`src/rtl/eight_digit_scroller_core.sv`:
```
// Eight-digit multiplexed seven-segment scroller over a 16-nibble circular hex message.
// Optional macro BTNC_DEBOUNCE_EN inserts a stability filter on the centre button.
module eight_digit_scroller_core #(
  parameter int REFRESH_DIV     = 100000,
  parameter int SCROLL_DIV      = 50000000,
  parameter int DEBOUNCE_CYCLES = 1000000
) (
  input  logic        CLK100MHZ,
  input  logic        CPU_RESETN,
  input  logic [15:0] SW,
  input  logic        BTNC,
  output logic [7:0]  SSEG,
  output logic [7:0]  AN
);

  localparam int RW = (REFRESH_DIV > 1) ? $clog2(REFRESH_DIV) : 1;
  localparam int CW = (SCROLL_DIV > 1) ? $clog2(SCROLL_DIV) : 1;

  function automatic logic [7:0] enc(input logic [3:0] d);
    case (d)
      4'h0: enc = 8'hC0;
      4'h1: enc = 8'hF9;
      4'h2: enc = 8'hA4;
      4'h3: enc = 8'hB0;
      4'h4: enc = 8'h99;
      4'h5: enc = 8'h92;
      4'h6: enc = 8'h82;
      4'h7: enc = 8'hF8;
      4'h8: enc = 8'h80;
      4'h9: enc = 8'h90;
      4'hA: enc = 8'h88;
      4'hB: enc = 8'h83;
      4'hC: enc = 8'hC6;
      4'hD: enc = 8'hA1;
      4'hE: enc = 8'h86;
      4'hF: enc = 8'h8E;
      default: enc = 8'hFF;
    endcase
  endfunction

  logic [RW-1:0] refresh_cnt;
  logic [CW-1:0] scroll_cnt;
  logic [2:0]    scan_idx;
  logic [3:0]    off;
  logic [3:0]    msg [16];
  logic [3:0]    digit_idx;
  logic          refresh_wrap;
  logic          scroll_wrap;
  logic          btn_meta;
  logic          btn_sync;
  logic          btn_level;
  logic          btn_prev;
  logic          load;

  assign refresh_wrap = (refresh_cnt == RW'(REFRESH_DIV - 1));
  assign scroll_wrap  = (scroll_cnt == CW'(SCROLL_DIV - 1));
  // Position 0 is the rightmost digit, so it shows the last character of the window.
  assign digit_idx    = off + 4'd7 - {1'b0, scan_idx};

  // Digit scan timebase and scan index.
  always_ff @(posedge CLK100MHZ or negedge CPU_RESETN) begin
    if (!CPU_RESETN) begin
      refresh_cnt <= '0;
      scan_idx    <= 3'd0;
    end else if (refresh_wrap) begin
      refresh_cnt <= '0;
      scan_idx    <= scan_idx + 3'd1;
    end else begin
      refresh_cnt <= refresh_cnt + RW'(1);
    end
  end

  // Scroll timebase and window offset.
  always_ff @(posedge CLK100MHZ or negedge CPU_RESETN) begin
    if (!CPU_RESETN) begin
      scroll_cnt <= '0;
      off        <= 4'd0;
    end else if (scroll_wrap) begin
      scroll_cnt <= '0;
      off        <= off + 4'd1;
    end else begin
      scroll_cnt <= scroll_cnt + CW'(1);
    end
  end

  // Two-flop synchronizer for the asynchronous button.
  always_ff @(posedge CLK100MHZ or negedge CPU_RESETN) begin
    if (!CPU_RESETN) begin
      btn_meta <= 1'b0;
      btn_sync <= 1'b0;
    end else begin
      btn_meta <= BTNC;
      btn_sync <= btn_meta;
    end
  end

`ifdef BTNC_DEBOUNCE_EN
  localparam int DW = (DEBOUNCE_CYCLES > 1) ? $clog2(DEBOUNCE_CYCLES) : 1;
  logic [DW-1:0] db_cnt;
  logic          db_level;

  // Accept a new level only after it has held for DEBOUNCE_CYCLES consecutive cycles.
  always_ff @(posedge CLK100MHZ or negedge CPU_RESETN) begin
    if (!CPU_RESETN) begin
      db_cnt   <= '0;
      db_level <= 1'b0;
    end else if (btn_sync == db_level) begin
      db_cnt   <= '0;
    end else if (db_cnt == DW'(DEBOUNCE_CYCLES - 1)) begin
      db_cnt   <= '0;
      db_level <= btn_sync;
    end else begin
      db_cnt   <= db_cnt + DW'(1);
    end
  end

  assign btn_level = db_level;
`else
  assign btn_level = btn_sync;
`endif

  // Rising-edge detector producing a registered one-cycle load pulse.
  always_ff @(posedge CLK100MHZ or negedge CPU_RESETN) begin
    if (!CPU_RESETN) begin
      btn_prev <= 1'b0;
      load     <= 1'b0;
    end else begin
      btn_prev <= btn_level;
      load     <= btn_level & ~btn_prev;
    end
  end

  // Message buffer: shift left by four nibbles and append the switch digits.
  always_ff @(posedge CLK100MHZ or negedge CPU_RESETN) begin
    if (!CPU_RESETN) begin
      for (int i = 0; i < 16; i++) msg[i] <= 4'(i);
    end else if (load) begin
      for (int i = 0; i < 12; i++) msg[i] <= msg[i+4];
      msg[12] <= SW[15:12];
      msg[13] <= SW[11:8];
      msg[14] <= SW[7:4];
      msg[15] <= SW[3:0];
    end else begin
      for (int i = 0; i < 16; i++) msg[i] <= msg[i];
    end
  end

  // Registered anode and cathode drive.
  always_ff @(posedge CLK100MHZ or negedge CPU_RESETN) begin
    if (!CPU_RESETN) begin
      AN   <= 8'hFF;
      SSEG <= 8'hFF;
    end else begin
      AN   <= ~(8'd1 << scan_idx);
      SSEG <= enc(msg[digit_idx]);
    end
  end

endmodule

```
`config.mk`:
```
export PLATFORM = sky130hd
export DESIGN_NAME = eight_digit_scroller_core
export DESIGN_NICKNAME = d
export VERILOG_FILES = /design/src/rtl/eight_digit_scroller_core.sv
export SDC_FILE = /design/constraint.sdc
export NUM_CORES = 1
export LEC_CHECK = 0
export CELL_PAD_IN_SITES_DETAIL_PLACEMENT = 0
export CELL_PAD_IN_SITES_GLOBAL_PLACEMENT = 1
export CORE_ASPECT_RATIO = 1.2
export CORE_MARGIN = 2
export CORE_UTILIZATION = 56
export CTS_BUF_LIST = sky130_fd_sc_hd__clkbuf_4 sky130_fd_sc_hd__clkbuf_8
export CTS_CLUSTER_DIAMETER = 50
export CTS_CLUSTER_SIZE = 8
export DETAILED_ROUTE_END_ITERATION = 10
export GPL_ROUTABILITY_DRIVEN = 1
export PLACE_DENSITY = 0.94
export SLEW_MARGIN = 20
export SYNTH_ARGS = -nofsm -noshare
export SYNTH_HDL_FRONTEND = slang
export SYNTH_SLANG_ARGS = --single-unit
```
`constraint.sdc`:
```
create_clock -name CLK100MHZ -period 7.7 [get_ports CLK100MHZ]
set_input_delay 1.54 -clock CLK100MHZ [delete_from_list [all_inputs] [get_ports CLK100MHZ]]
set_output_delay 1.54 -clock CLK100MHZ [all_outputs]
set_load 0.1 [all_outputs]
```
==> key figures, run 1 <==
Worst setup path
  – Arr. time, crit path: 2.10 ns
  – Crit path capture type: primary output
  – Startpoint class of the critical path: register
  – Crit path max-delay family: buffers and inverters
  – Crit-path slowest cell: clkdlybuf4s50_1
  – Max incr delay on CP: approximately 1.1 ns
  – Worst-path cell chain: clkdlybuf4s50_1
  – Worst setup path class: reg -> out
  – Req. time, crit path: about 6.2 ns
  – Max Fanout on Critical Path: 1
  – WP buf/inv: 1

Floorplan
  – IO Count: 35
  – Initial core utilization: ~57%
  – Row count: between 40 and 50
  – Die width: between 100 and 150 um
  – Core area: 10900 um^2
  – Die area: roughly 12000 um^2
  – Die Ht: approximately 120 um

Timing
  – Setup TNS: 0 ns
  – Slew headroom: 34.6%
  – # setup viols final: 0
  – Minimum clock period: around 3.6 ns
  – Final period util: a little under half
  – Slew Viols, Final: 0
  – RSZ-0062 raised after global routing: false
  – Clock skew: between 0.009 and 0.01 ns
  – Final Hold Fails: 0
  – Fmax: around 270 MHz
  – Least-Margin Pin Slew: slightly below 1 ns

Finish
  – Final nets: 531
  – Fill count: 807
  – Design Area, Final: between 7000 and 8000 um^2
  – ANT cells: 0
  – Area Growth Syn to Fin: 13.7%
  – Final Core Density: about 65%
  – Share of cells above drive strength 1: 31.9%

Clock network
  – Root Buffer: clkbuf_8
  – CTS tree: yes
  – Post-CTS Resized: 0
  – CTS max path bufs: 2
  – CTS sink count: 133
  – Hold_buf cts: 0
  – Total CTS buffers: 17
  – Depth of the CTS H-tree: 4
  – Worst skew pair latency: around 0.44 ns
  – Clk pin slew, worst setup/hold paths: around 0.070 ns
  – Post-CTS Repair Setup Buffers: 0

Yosys
  – Top_reg_cell synth: dfrtp_1
  – Syn Area/Cell: roughly 14 um^2
  – Cells after synthesis: 456
  – FFs w/ async S/R, synth: 100%
  – Sequential fraction of the synthesis area: a little over half
  – Top post-synthesis cells by area: dfrtp_1, dfstp_2, mux2_2
  – Post-synth EDFFs: 0
  – Synth top area share: 34.5%
  – Synth Cell Area: between 6000 and 7000 um^2
  – Yosys warns: 0
  – Cell taking the most area after synthesis: dfrtp_1
  – Synth unique cells: 42
  – Yosys reg bits: around 130
  – Syn Nets: slightly below 500

Status
  – Outcome: finished, final reports clean

Power and ir drop
  – PwrDens: ~280 nW/um^2
  – Leakage power: roughly 3.1 nW
  – Peak supply drop: between 0.2 and 0.25 mV
  – Total power: ~2.0 mW

Global routing
  – Initial antenna violation count: 0
  – Vias in the first global route: roughly 3.8k
  – Largest net degree at the start of global routing: 71
  – Tot GR Track Use: about a fifth
  – First-pass GRT wire length: 18100 um
  – Total grt overflow: 0

Placed design
  – Gpl congestion: between 0.7 and 0.8
  – Detailed Place HPWL: 7100 um
  – Area of placed instances: between 6000 and 7000 um^2
  – Port Buffers: 33

Route
  – Via/cell ratio: roughly 5.7
  – Drt pass-1 iters: 5
  – DRC viols: 0
  – Post-DRT Antenna Nets: 0
  – Vias: approximately 3.6k
  – WL final: between 10000 and 15000 um
  – Per-cell routed wire length: 16.4 um
  – Initial DRC count: 130

Run
  – Max_cap viols: 0

Hold path
  – HP Class: reg -> reg
## cells in the mapped netlist, types with 4 or more instances
library cell / n
and2_1: 4
and3_1: 8
clkbuf_1: 10
dfrtp_1: 86
dfstp_2: 47
ha_1: 19
inv_1: 10
mux2_2: 66
mux2i_1: 17
mux4_1: 14
nand2_1: 25
nand3_1: 16
nand4_1: 14
nor2_1: 28
nor4_1: 6
xnor2_1: 26
xor2_1: 18
## report_power, final
group / switching, mW / internal, mW
sequential: 0.0754 / 0.856
combinational: 0.243 / 0.192
clock: 0.268 / 0.373
total: 0.586 / 1.42
## worst paths after layout
check,start,endpoint,slack (ns),cells past startpoint
max,SSEG[0],SSEG[0],4.06,1
min,btn_meta,btn_level,0.35,0
max reg2reg,scan_idx[1],SSEG[4],4.36,12
min reg2reg,btn_meta,btn_level,0.35,0
max in group asynchronous,CPU_RESETN,msg[57],5.20,2
min in group asynchronous,CPU_RESETN,scroll_cnt[21],1.17,1
## sequential cells by signal, indices dropped and copies added (netlist names), 3 cells and up
signal       cells
msg             64
scroll_cnt      26
refresh_cnt     17
AN               8
SSEG             7
off              4
scan_idx         3
## cell type report
| class | instances | area [um^2] | area share, % |
|---|---|---|---|
| Timing Repair Buffer | 36 | 350 | 4.94 |
| Sequential cell | 133 | 3390 | 47.7 |
| Inverter | 10 | 37.5 | 0.529 |
| Multi-Input combinational cell | 294 | 2710 | 38.2 |
| Clock buffer | 20 | 269 | 3.79 |
| Clock inverter | 12 | 176 | 2.49 |
| Tap cell | 132 | 165 | 2.33 |
## layer usage
layer	GRT usage [%]	up-vias	wire length [um]
li1	-	1716	-
met1	24.6	1838	4630
met2	31.1	67	5230
met3	4.83	26	328
met4	8.22	0	267
met5	0	-	0
## cell usage in the layout, fill, tap and decap left out, types with 4 or more instances in the layout
cell | synthesis | layout
and3_1 | 8 | 8
nand4_1 | 14 | 14
nand3_1 | 16 | 16
nor2_1 | 28 | 28
bufinv_16 | 0 | 4
xnor2_1 | 26 | 26
mux2i_1 | 17 | 16
xor2_1 | 18 | 18
mux2_2 | 66 | 66
nor4_1 | 6 | 5
dfrtp_1 | 86 | 85
dfstp_2 | 47 | 47
clkbuf_8 | 0 | 19
inv_1 | 10 | 10
clkinvlp_4 | 0 | 5
ha_1 | 19 | 19
clkdlybuf4s50_1 | 0 | 32
buf_4 | 3 | 4
nand2_1 | 25 | 25
and2_1 | 4 | 4
mux4_1 | 14 | 14
## cell families (layout without fill, tap and decap cells)
kind of cell	Yosys count	count (layout)	share of synthesized area, %
XOR/XNOR	45	45	6.59
other	1	1	0.0601
AO/OA/AOI/OAI	9	9	1.02
flip-flops	133	133	54.2
adder cells (fa/ha/maj)	20	20	4.13
buffers and inverters	29	78	2.48
multiplexers	100	100	21.5
AND/OR/NAND/NOR	119	119	9.98
## through the flow
stage	hold WS, ns	setup slack, ns	cells
floorplan	0.331	4.66	456
global placement	0.334	4.42	605
detailed placement	0.338	4.32	605
CTS	0.355	4.03	637
global route	0.384	4.01	637
finish	0.351	4.06	637
No activity file was read; power rests on OpenSTA's default activity.
==> inputs of run 2 (changes only) <==
--- a/config.mk
+++ b/config.mk
@@ -9,13 +9,13 @@
 export CELL_PAD_IN_SITES_GLOBAL_PLACEMENT = 1
 export CORE_ASPECT_RATIO = 1.2
 export CORE_MARGIN = 2
-export CORE_UTILIZATION = 56
+export CORE_UTILIZATION = 47
 export CTS_BUF_LIST = sky130_fd_sc_hd__clkbuf_4 sky130_fd_sc_hd__clkbuf_8
 export CTS_CLUSTER_DIAMETER = 50
 export CTS_CLUSTER_SIZE = 8
 export DETAILED_ROUTE_END_ITERATION = 10
 export GPL_ROUTABILITY_DRIVEN = 1
-export PLACE_DENSITY = 0.94
+export PLACE_DENSITY = 0.85
 export SLEW_MARGIN = 20
 export SYNTH_ARGS = -nofsm -noshare
 export SYNTH_HDL_FRONTEND = slang
==> constraint.sdc (replaced) <==
create_clock -name CLK100MHZ -period 2.9 [get_ports CLK100MHZ]
set_input_delay 0.58 -clock CLK100MHZ [delete_from_list [all_inputs] [get_ports CLK100MHZ]]
set_output_delay 0.58 -clock CLK100MHZ [all_outputs]
set_load 0.1 [all_outputs]
==> key figures, run 2 (synthesis results as in run 1) <==
Timing
  – Final period util: around 99%
  – Fmax: between 300 and 400 MHz
  – Slew headroom: 49.4% (was 34.6%)
  – Final Hold Fails: 0 (unchanged)
  – Clock skew: 0.0107 ns (was 0.00902 ns)
  – # setup viols final: 0 (unchanged)
  – Minimum clock period: 2.88 ns
  – Least-Margin Pin Slew: 0.753 ns (was 0.978 ns)
  – Hold slack: 0.163 ns (was 0.351 ns)
  – Slew Viols, Final: 0 (unchanged)
  – RSZ-0062 raised after global routing: true (was false)

Route
  – DRC viols: 0 (unchanged)
  – Post-DRT Antenna Nets: 0 (unchanged)
  – Via/cell ratio: 5.31 (was 5.73)
  – Drt pass-1 iters: 4 (was 5)
  – Per-cell routed wire length: 15.5 um (was 16.4 um)
  – Initial DRC count: 123 (was 130)
  – Vias: 3679 (was 3647)
  – WL final: 10800 um (was 10500 um)

Global routing
  – Initial antenna violation count: 0 (unchanged)
  – First-pass GRT wire length: 18500 um (was 18100 um)
  – Tot GR Track Use: 17.0% (was 19.2%)
  – Largest net degree at the start of global routing: 52 (was 71)
  – Vias in the first global route: 3965 (was 3769)
  – Total grt overflow: 0 (unchanged)

Finish
  – Design Area, Final: 7340 um^2 (was 7100 um^2)
  – Most frequent cells in the layout: dfrtp_1, mux2_2, dfstp_2 (unchanged)
  – Final nets: 551 (was 531)
  – Max FFs per register: 64 (unchanged)
  – Commonest non-fill, non-tap cell in the layout: dfrtp_1 (unchanged)
  – Area Growth Syn to Fin: 17.5% (was 13.7%)
  – Final Core Density: 55.9% (was 64.9%)
  – Multi-input gate area: 2820 um^2 (was 2710 um^2)
  – Most flop-heavy register: msg (unchanged)
  – ANT cells: 0 (unchanged)
  – FF/Latch Area: 3390 um^2 (unchanged)
  – Fill count: 1098 (was 807)
  – Top Registers: msg x64, scroll_cnt x26, refresh_cnt x17 (unchanged)
  – Share of cells above drive strength 1: 41.0% (was 31.9%)

Power and ir drop
  – Leakage power: 3.18 nW (was 3.11 nW)
  – Peak supply drop: 0.512 mV (was 0.226 mV)
  – PwrDens: 702 nW/um^2 (was 283 nW/um^2)

Clock network
  – Depth of the CTS H-tree: 4 (unchanged)
  – CTS tree: yes (unchanged)
  – Clk pin slew, worst setup/hold paths: 0.07 ns (about the same)
  – Hold_buf cts: 0 (unchanged)
  – Total CTS buffers: 17 (unchanged)
  – CTS max path bufs: 2 (unchanged)
  – CTS sink count: 133 (unchanged)
  – Worst skew pair latency: 0.44 ns (about the same)
  – Root Buffer: clkbuf_8 (unchanged)

Worst setup path
  – Crit-path slowest cell: fa_2 (was clkdlybuf4s50_1)
  – Cell mode on critical path: ha_4
  – WP buf/inv: 1 (unchanged)
  – R2R Setup Slk: 0.02 ns (was 4.36 ns)
  – Crit path max-delay family: adder cells (was buffers and inverters)
  – Req. time, crit path: 3.26 ns (was 6.16 ns)
  – Max incr delay on CP: 0.59 ns (was 1.13 ns)
  – Worst R2R End: SSEG[4] (unchanged)
  – Arr. time, crit path: 3.24 ns (was 2.10 ns)
  – Worst setup path class: reg -> reg (was reg -> out)
  – R2R depth: 11 (was 12)
  – Crit path capture type: register (was primary output)
  – Worst-path cell chain: inv_2 -> ha_4 -> ha_4 -> fa_2 -> mux4_2 -> mux2_4 -> nand2_4 -> o21ai_4 -> ha_2 -> or3_1 -> o21ai_1 (was clkdlybuf4s50_1)
  – Startpoint class of the critical path: register (unchanged)
  – Worst r2r src: scan_idx[1] (unchanged)
  – Max Fanout on Critical Path: 6 (was 1)
  – CP Launch Point: scan_idx[1] (was SSEG[0])

Floorplan
  – IO Count: 35 (unchanged)
  – Die width: 109 um (was 100 um)
  – Row count: 46 (was 42)
  – Initial core utilization: 47.6% (was 57.1%)
  – Die area: 14200 um^2 (was 12000 um^2)
  – Core area: 13100 um^2 (was 10900 um^2)
  – Die Ht: 130 um (was 120 um)

Status
  – Outcome: finished, final reports clean (unchanged)

Placed design
  – Detailed Place HPWL: 7280 um (was 7100 um)
  – Port Buffers: 33 (unchanged)
  – Area of placed instances: 6870 um^2 (was 6650 um^2)
  – Gpl congestion: 0.801 (was 0.800)

Hold path
  – HP Class: in -> async (was reg -> reg)

Run
  – Max_cap viols: 0 (unchanged)
==> run 2: cell types whose count changed in the layout (fill, tap and decap cells not counted), moves of 4 or more <==
cell             change
inv_2                +4
inv_1                -5
ha_4                 +7
buf_4               +32
ha_1                -10
clkdlybuf4s50_1     -15
==> run 2: layout make-up <==
type | instances | area share [%]
flip-flops and latches | 133 | 46.2
clock buffers | 19 | 3.48
repair buffers | 56 | 6.82
clock inverters | 13 | 1.69
well taps | 168 | 2.86
inverters | 10 | 0.546
multi-input cells | 294 | 38.4
==> run 2: metal layers <==
metal | part of all wire, % | track usage, %
met5 | 0 | 0
met4 | 1.4 | 6.11
met3 | 3.3 | 5.19
met2 | 52 | 28.9
met1 | 44 | 20.3
==> run 2: worst reg2reg max path: cells and delay by family, from the launching register on <==
kind	cells	cell delay (ns)
simple gates	2	0.40
flops	1	0.40
buf+inv	1	0.08
mux	2	0.59
compound gates	2	0.19
fa+ha+maj	4	1.15
==> run 2: how the worst max path moves through the flow <==
stage / to / depth (start not counted) / slack (ns)
after floorplan: SSEG[0] / 11 / -0.009
after global placement: SSEG[1] / 13 / 0.03
after detailed placement: SSEG[4] / 12 / -0.03
after CTS: SSEG[4] / 10 / 0.002
after global routing: SSEG[5] / 12 / -0.08
final: SSEG[4] / 11 / 0.02
==> run 2: report_power, final <==
part | switching (mW) | total (mW) | internal [mW] | leakage (nW)
logic | 0.675 | 1.23 | 0.552 | 1.42
registers | 0.198 | 2.47 | 2.27 | 1.59
clock network | 0.738 | 1.45 | 0.716 | 0.175
total | 1.61 | 5.15 | 3.54 | 3.18
==> run 2: stage by stage <==
stage | setup TNS (ns) | setup slack (ns) | instances | total power, mW
finish | 0 | 0.0246 | 693 | 5.15
global route | -0.329 | -0.0779 | 693 | 5.41
CTS | 0 | 0.00211 | 690 | 5.17
detailed placement | -0.0559 | -0.0344 | 655 | 3.70
global placement | 0 | 0.0346 | 655 | 3.64
floorplan | -0.00855 | -0.00855 | 456 | 3.39
==> run 2: timing repair <==
| item | CTS | global route |
|---|---|---|
| endpoints found under the setup margin | 4 | 7 |
| buffers inserted | 3 | 3 |
| pin swaps | 1 | 9 |
| gates resized for setup | 3 | 8 |
